===== config.mk =====
export PLATFORM = sky130hd
export DESIGN_NAME = lab3_sat_cnt
export DESIGN_NICKNAME = d
export VERILOG_FILES = /design/src/rtl/lab3_sat_cnt.sv
export SDC_FILE = /design/constraint.sdc
export NUM_CORES = 1
export LEC_CHECK = 0
export ABC_AREA = 1
export CORE_AREA = 2 2 39 41
export DETAILED_ROUTE_END_ITERATION = 8
export DIE_AREA = 0 0 41 43
export GPL_ROUTABILITY_DRIVEN = 0
export GPL_TIMING_DRIVEN = 0
export PLACE_DENSITY = 0.53
export SKIP_CTS_REPAIR_TIMING = 1
export SYNTH_ARGS = -nofsm -noshare
export SYNTH_HDL_FRONTEND = slang
export SYNTH_SLANG_ARGS = --single-unit
export TNS_END_PERCENT = 20

===== constraint.sdc =====
create_clock -name clk -period 2 [get_ports clk]
set_input_delay 0.2 -clock clk [delete_from_list [all_inputs] [get_ports clk]]
set_output_delay 0.2 -clock clk [all_outputs]
set_load 0.03 [all_outputs]

===== src/rtl/lab3_sat_cnt.sv =====
// Saturating up-counter with synchronous clear and increment.
// Asserting clr_i and inc_i together loads 1, so "restart from one"
// needs no extra port. nxt_o exposes the value the next edge will
// load, which lets the owner make same-edge decisions on it.
module lab3_sat_cnt #(
  parameter int W   = 4,
  parameter int MAX = (1 << W) - 1
) (
  input  logic         clk,
  input  logic         rst_n,
  input  logic         clr_i,
  input  logic         inc_i,
  output logic [W-1:0] cnt_o,
  output logic [W-1:0] nxt_o
);

  localparam logic [W-1:0] MaxVal = W'(MAX);

  logic [W-1:0] cnt_q;
  logic [W-1:0] cnt_d;
  logic [W-1:0] base;

  // Clear first, then increment unless already at the ceiling.
  always_comb begin
    base  = clr_i ? '0 : cnt_q;
    cnt_d = base;
    if (inc_i && (base < MaxVal)) begin
      cnt_d = base + W'(1);
    end
  end

  // Counter register, cleared immediately by reset.
  always_ff @(posedge clk or negedge rst_n) begin
    if (!rst_n) begin
      cnt_q <= '0;
    end else begin
      cnt_q <= cnt_d;
    end
  end

  assign cnt_o = cnt_q;
  assign nxt_o = cnt_d;

endmodule


==> results of run 1 <==
[worst reg2reg max path, stage by stage, from the launching register on]
cell and delay [ns]:
dfrtp_1 0.44, nand3_1 0.16, nor2_1 0.13, nor2_1 0.05, nand2_1 0.05, nand2_1 0.06
[logic make-up (layout without fill, tap and decap cells)]
| family | after synthesis | count (layout) | share of synthesized area (%) |
|---|---|---|---|
| buffers and inverters | 6 | 20 | 9.00 |
| AOI/OAI and AO/OA | 1 | 1 | 3.00 |
| and+or+nand+nor | 26 | 26 | 48.0 |
| DFF | 4 | 4 | 40.0 |
[report_power, final]
part           total [mW]  internal (mW)  switching (mW)
Clock              0.0976         0.0670          0.0306
Combinational      0.0683         0.0275          0.0408
Sequential         0.0922         0.0861         0.00604
Total               0.258          0.181          0.0775
[final timing paths]
| path | cells past startpoint | from | end |
|---|---|---|---|
| max in group asynchronous | 1 | rst_n | cnt_o[2]$_DFF_PN0_ |
| hold reg to reg | 2 | cnt_o[3]$_DFF_PN0_ | cnt_o[3]$_DFF_PN0_ |
| setup / recovery | 5 | clr_i | nxt_o[3] |
| setup reg to reg | 5 | cnt_o[0]$_DFF_PN0_ | cnt_o[2]$_DFF_PN0_ |
| hold / removal | 1 | rst_n | cnt_o[0]$_DFF_PN0_ |
| min in group clk | 2 | cnt_o[3]$_DFF_PN0_ | cnt_o[3]$_DFF_PN0_ |
[area by class of cell]
type / count / area [sq um]
sequential: 4 / 100
inverter: 6 / 22.5
clock buffer: 3 / 22.5
fill: 151 / 971
timing repair buffer: 11 / 120
multi-input combinational: 27 / 128
tap: 16 / 20.0
[per-stage QoR]
| stage | total power, mW | worst slack (ns) | TNS [ns] | hold WS (ns) | cell area, sq um |
|---|---|---|---|---|---|
| final | 0.258 | 0.266 | 0 | 0.167 | 413 |
| after floorplan | 0.132 | 0.209 | 0 | -0.0956 | 250 |
| after global routing | 0.279 | 0.0929 | 0 | 0.175 | 413 |
| after global placement | 0.163 | -0.175 | -0.565 | 0.413 | 380 |
| after CTS | 0.270 | -0.167 | -0.539 | 0.161 | 403 |
| after detailed placement | 0.163 | -0.154 | -0.494 | 0.416 | 380 |
[Yosys cell counts (all sizes together)]
library cell  instances
nand2                16
o31ai                 1
nor2                  5
inv                   6
dfrtp                 4
nand4                 1
nand3                 4
[routing by layer]
| layer | vias to the layer above | global-route usage [%] | share of wire [%] |
|---|---|---|---|
| li1 | 143 | - | - |
| met1 | 111 | 11.1 | 42 |
| met2 | 5 | 12.2 | 54 |
| met3 | 0 | 1.57 | 4.0 |
| met4 | 0 | 10.0 | 0 |
| met5 | - | 0 | 0 |
==> flow_summary.ini, run 1 <==
[status]
status = completed

[layout]
layout_commonest_cell = nand2_1
drive_gt1_share_pct = 15.7
fin_cells = 67
diodes = 0
synthToLayoutAreaGrowth_pct = 65.0
largest_reg_flops = 4
final_cell_mix = 13 x nand2_1, 7 x clkdlybuf4s50_1, 5 x inv_1
post-route-util_pct = 29.8
layout.nets = 57

[routing]
first_pass_iters = 2
wire_per_inst_um = 8.64
ant_nets = 0
drt_iter0_markers = 4
drt-total-wl_um = 579
vias = 259
drc = 0
via_per_inst = 3.87

[floorplan]
ioPinCount = 12
start_util_pct = 18.1
fp.dieW_um = 41
die-area_sq_um = 1760
die_h_um = 43
num_rows = 14
core_area_sq_um = 1380

[timing]
setup_viol = 0
period_minus_slack_ns = 1.73
fmax_mhz = 577
tightest_slew_ns = 0.321
finalHoldViolations = 0
max-slew-margin-rel_pct = 78.6
slew_viol_final = 0
fin_crit_sh_pct = 86.7
rsz0062_at_grt = no
final.setup_skew_ns = 0.00155

[placed_design]
dp_hpwl_um = 464
port_buffers = 11
dp_cells = 64

[yosys]
synth_area_sq_um = 250
yosysWarnings = 0
synthCells = 37
synth_cell_types = 11
synth_area_per_cell_sq_um = 6.76
synth_nets = 41
synth.ff_latch_count = 4
synth_top_cell_area_share_pct = 40.0
synth_area_leaders = dfrtp_1 40%, nand2_1 19%, nand3_1 8.0%
yosysSeqAreaShare_pct = 40.0
post-synth-top-area-cell = dfrtp_1

[clocking]
cts_tree = built
numCtsBuffers = 3
cts_buffer_depth = 2
clk_pin_slew_ns = 0.04
htree_levels = 1
clock-sinks = 4
clkLatencyLatePin_ns = 0.23
root_buffer = clkbuf_4

[grt]
grt_pass1_wl_um = 1060
track_usage_pct = 9.17
gr-total-overflow = 0
grt_max_degree = 7
antenna_found_initial = 0
grt_pass1_vias = 257

[critical_path]
critPathRequiredTime_ns = 1.80
path_max_fanout = 6
slowest_delay_ns = 0.46
arrival_ns = 1.53
path_class = in2out
path_buf_inv = 3
end_kind = primary output
critPathLaunchType = input pin
cp_cell_sequence = clkdlybuf4s50_1 -> inv_2 -> nand3_1 -> o31ai_1 -> dlymetal6s2s_1
slowest_stage = clkdlybuf4s50_1
r2r_slack_ns = 0.99
crit_family = buffers and inverters

[job]
drv_cap = 0

[min_path]
hold_path_class = in2async

[power_and_ir_drop]
irDropWorstVdd_v = 0.000273
powerDensity_nw_per_um2 = 625
p_leak_nw = 0.264
Note: power is estimated with default switching activity, not from simulation.
==> run 2, diff against run 1 <==
--- a/config.mk
+++ b/config.mk
@@ -9,9 +9,11 @@
 export CORE_AREA = 2 2 39 41
 export DETAILED_ROUTE_END_ITERATION = 8
 export DIE_AREA = 0 0 41 43
+export DONT_BUFFER_PORTS = 1
 export GPL_ROUTABILITY_DRIVEN = 0
 export GPL_TIMING_DRIVEN = 0
-export PLACE_DENSITY = 0.53
+export PLACE_DENSITY = 0.42
+export SETUP_SLACK_MARGIN = 0.4
 export SKIP_CTS_REPAIR_TIMING = 1
 export SYNTH_ARGS = -nofsm -noshare
 export SYNTH_HDL_FRONTEND = slang
==> run 2 against run 1 <==
Against the previous run:
- cell area fell by 20%
- wire length grew 4.8%
- sequential share of layout area increased by 7.7 points
- highest routed layer unchanged
==> flow_summary.ini, run 2 (synthesized netlist as in run 1, its figures left out) <==
[status]
status = completed

[grt]
track_usage_pct = 8.29
grt_pass1_vias = 219
gr-total-overflow = 0
grt_pass1_wl_um = 876
grt_max_degree = 7
antenna_found_initial = 0

[clocking]
clkLatencyLatePin_ns = 0.23
htree_levels = 1
clock-sinks = 4
cts_buffer_depth = 2
root_buffer = clkbuf_4
numCtsBuffers = 3
cts_tree = built
clk_pin_slew_ns = 0.04

[placed_design]
place_area_sq_um = 275
port_buffers = 0
dp_cells = 53
dp_hpwl_um = 490

[layout]
synthToLayoutAreaGrowth_pct = 31.5
drive_gt1_share_pct = 39.0
stdcell_area_sq_um = 329
fin_cells = 57
diodes = 0
layout_commonest_cell = nand2_1
layout.nets = 47
largest_reg_flops = 4
final_cell_mix = 10 x nand2_1, 5 x inv_1, 5 x nand2_2

[critical_path]
arrival_ns = 1.38
critPathLaunchType = flop
critPathRequiredTime_ns = 1.80
path_buf_inv = 0
slowest_delay_ns = 0.51
path_class = reg2out
crit_family = flip-flops
path_max_fanout = 5
cp_cell_sequence = nand3_1 -> o31ai_4
end_kind = primary output
slowest_stage = dfrtp_2

[floorplan]
core_area_sq_um = 1380
ioPinCount = 12
num_rows = 14
fp.dieW_um = 41
start_util_pct = 18.1
die-area_sq_um = 1760
die_h_um = 43

[power_and_ir_drop]
irDropWorstVdd_v = 0.000212
total_power_uw = 242
powerDensity_nw_per_um2 = 735
p_leak_nw = 0.161

[routing]
drc = 0
via_per_inst = 4.23
vias = 241
wire_per_inst_um = 10.6
ant_nets = 0
drt-total-wl_um = 607
first_pass_iters = 2
drt_iter0_markers = 2

[timing]
finalSetupTns_ns = 0
fmax_mhz = 631
max-slew-margin-rel_pct = 70.4
tightest_slew_ns = 0.444
finalHoldViolations = 0
slew_viol_final = 0
setup_viol = 0
final.setup_skew_ns = 0.000844
fin_crit_sh_pct = 79.2
rsz0062_at_grt = yes
period_minus_slack_ns = 1.58

[min_path]
hold_path_class = in2async

[job]
drv_cap = 0
==> run 2: final timing paths <==
| kind | cells past startpoint | slack, ns | start | end |
|---|---|---|---|---|
| max | 2 | 0.42 | cnt_o[0]$_DFF_PN0_ | nxt_o[3] |
| min reg2reg | 2 | 0.76 | cnt_o[3]$_DFF_PN0_ | cnt_o[3]$_DFF_PN0_ |
| min | 1 | 0.24 | rst_n | cnt_o[1]$_DFF_PN0_ |
| max in group asynchronous | 1 | 1.58 | rst_n | cnt_o[2]$_DFF_PN0_ |
| min in group clk | 2 | 0.25 | inc_i | cnt_o[0]$_DFF_PN0_ |
| max reg2reg | 2 | 0.69 | cnt_o[0]$_DFF_PN0_ | cnt_o[3]$_DFF_PN0_ |
==> run 2: layout make-up <==
cell class	instances	area, sq um
multi-input combinational	27	149
timing repair buffer	1	10.0
fill	157	1050
clock buffer	3	22.5
tap	16	20.0
sequential	4	105
inverter	6	22.5
==> run 2: metrics by stage <==
stage,utilization [%],hold slack (ns),setup WS [ns]
floorplan,-,-0.0956,0.478
global placement,19.9,-0.0955,0.349
detailed placement,19.9,-0.0955,0.359
CTS,21.5,-0.349,0.102
global route,23.8,0.247,0.336
finish,23.8,0.236,0.415
==> run 2: worst register-to-register path, stage by stage, from the launching register on <==
cell	delay, ns
dfrtp_2	0.51
nand3_1	0.21
o31ai_4	0.43
==> run 2: power by group <==
group	total [mW]	internal (mW)	leakage, nW	switching (mW)
Combinational	0.0392	0.0102	0.100	0.0290
Clock	0.0990	0.0671	0.0138	0.0320
Sequential	0.104	0.0870	0.0472	0.0167
==> run 2: per-layer routing <==
metal / share of wire (%) / GRT usage [%] / vias up
met3: 8.7 / 5.24 / 0
met2: 52 / 9.69 / 7
met4: 0 / 8.00 / 0
li1: - / - / 123
met5: 0 / 0 / -
met1: 39 / 9.54 / 111
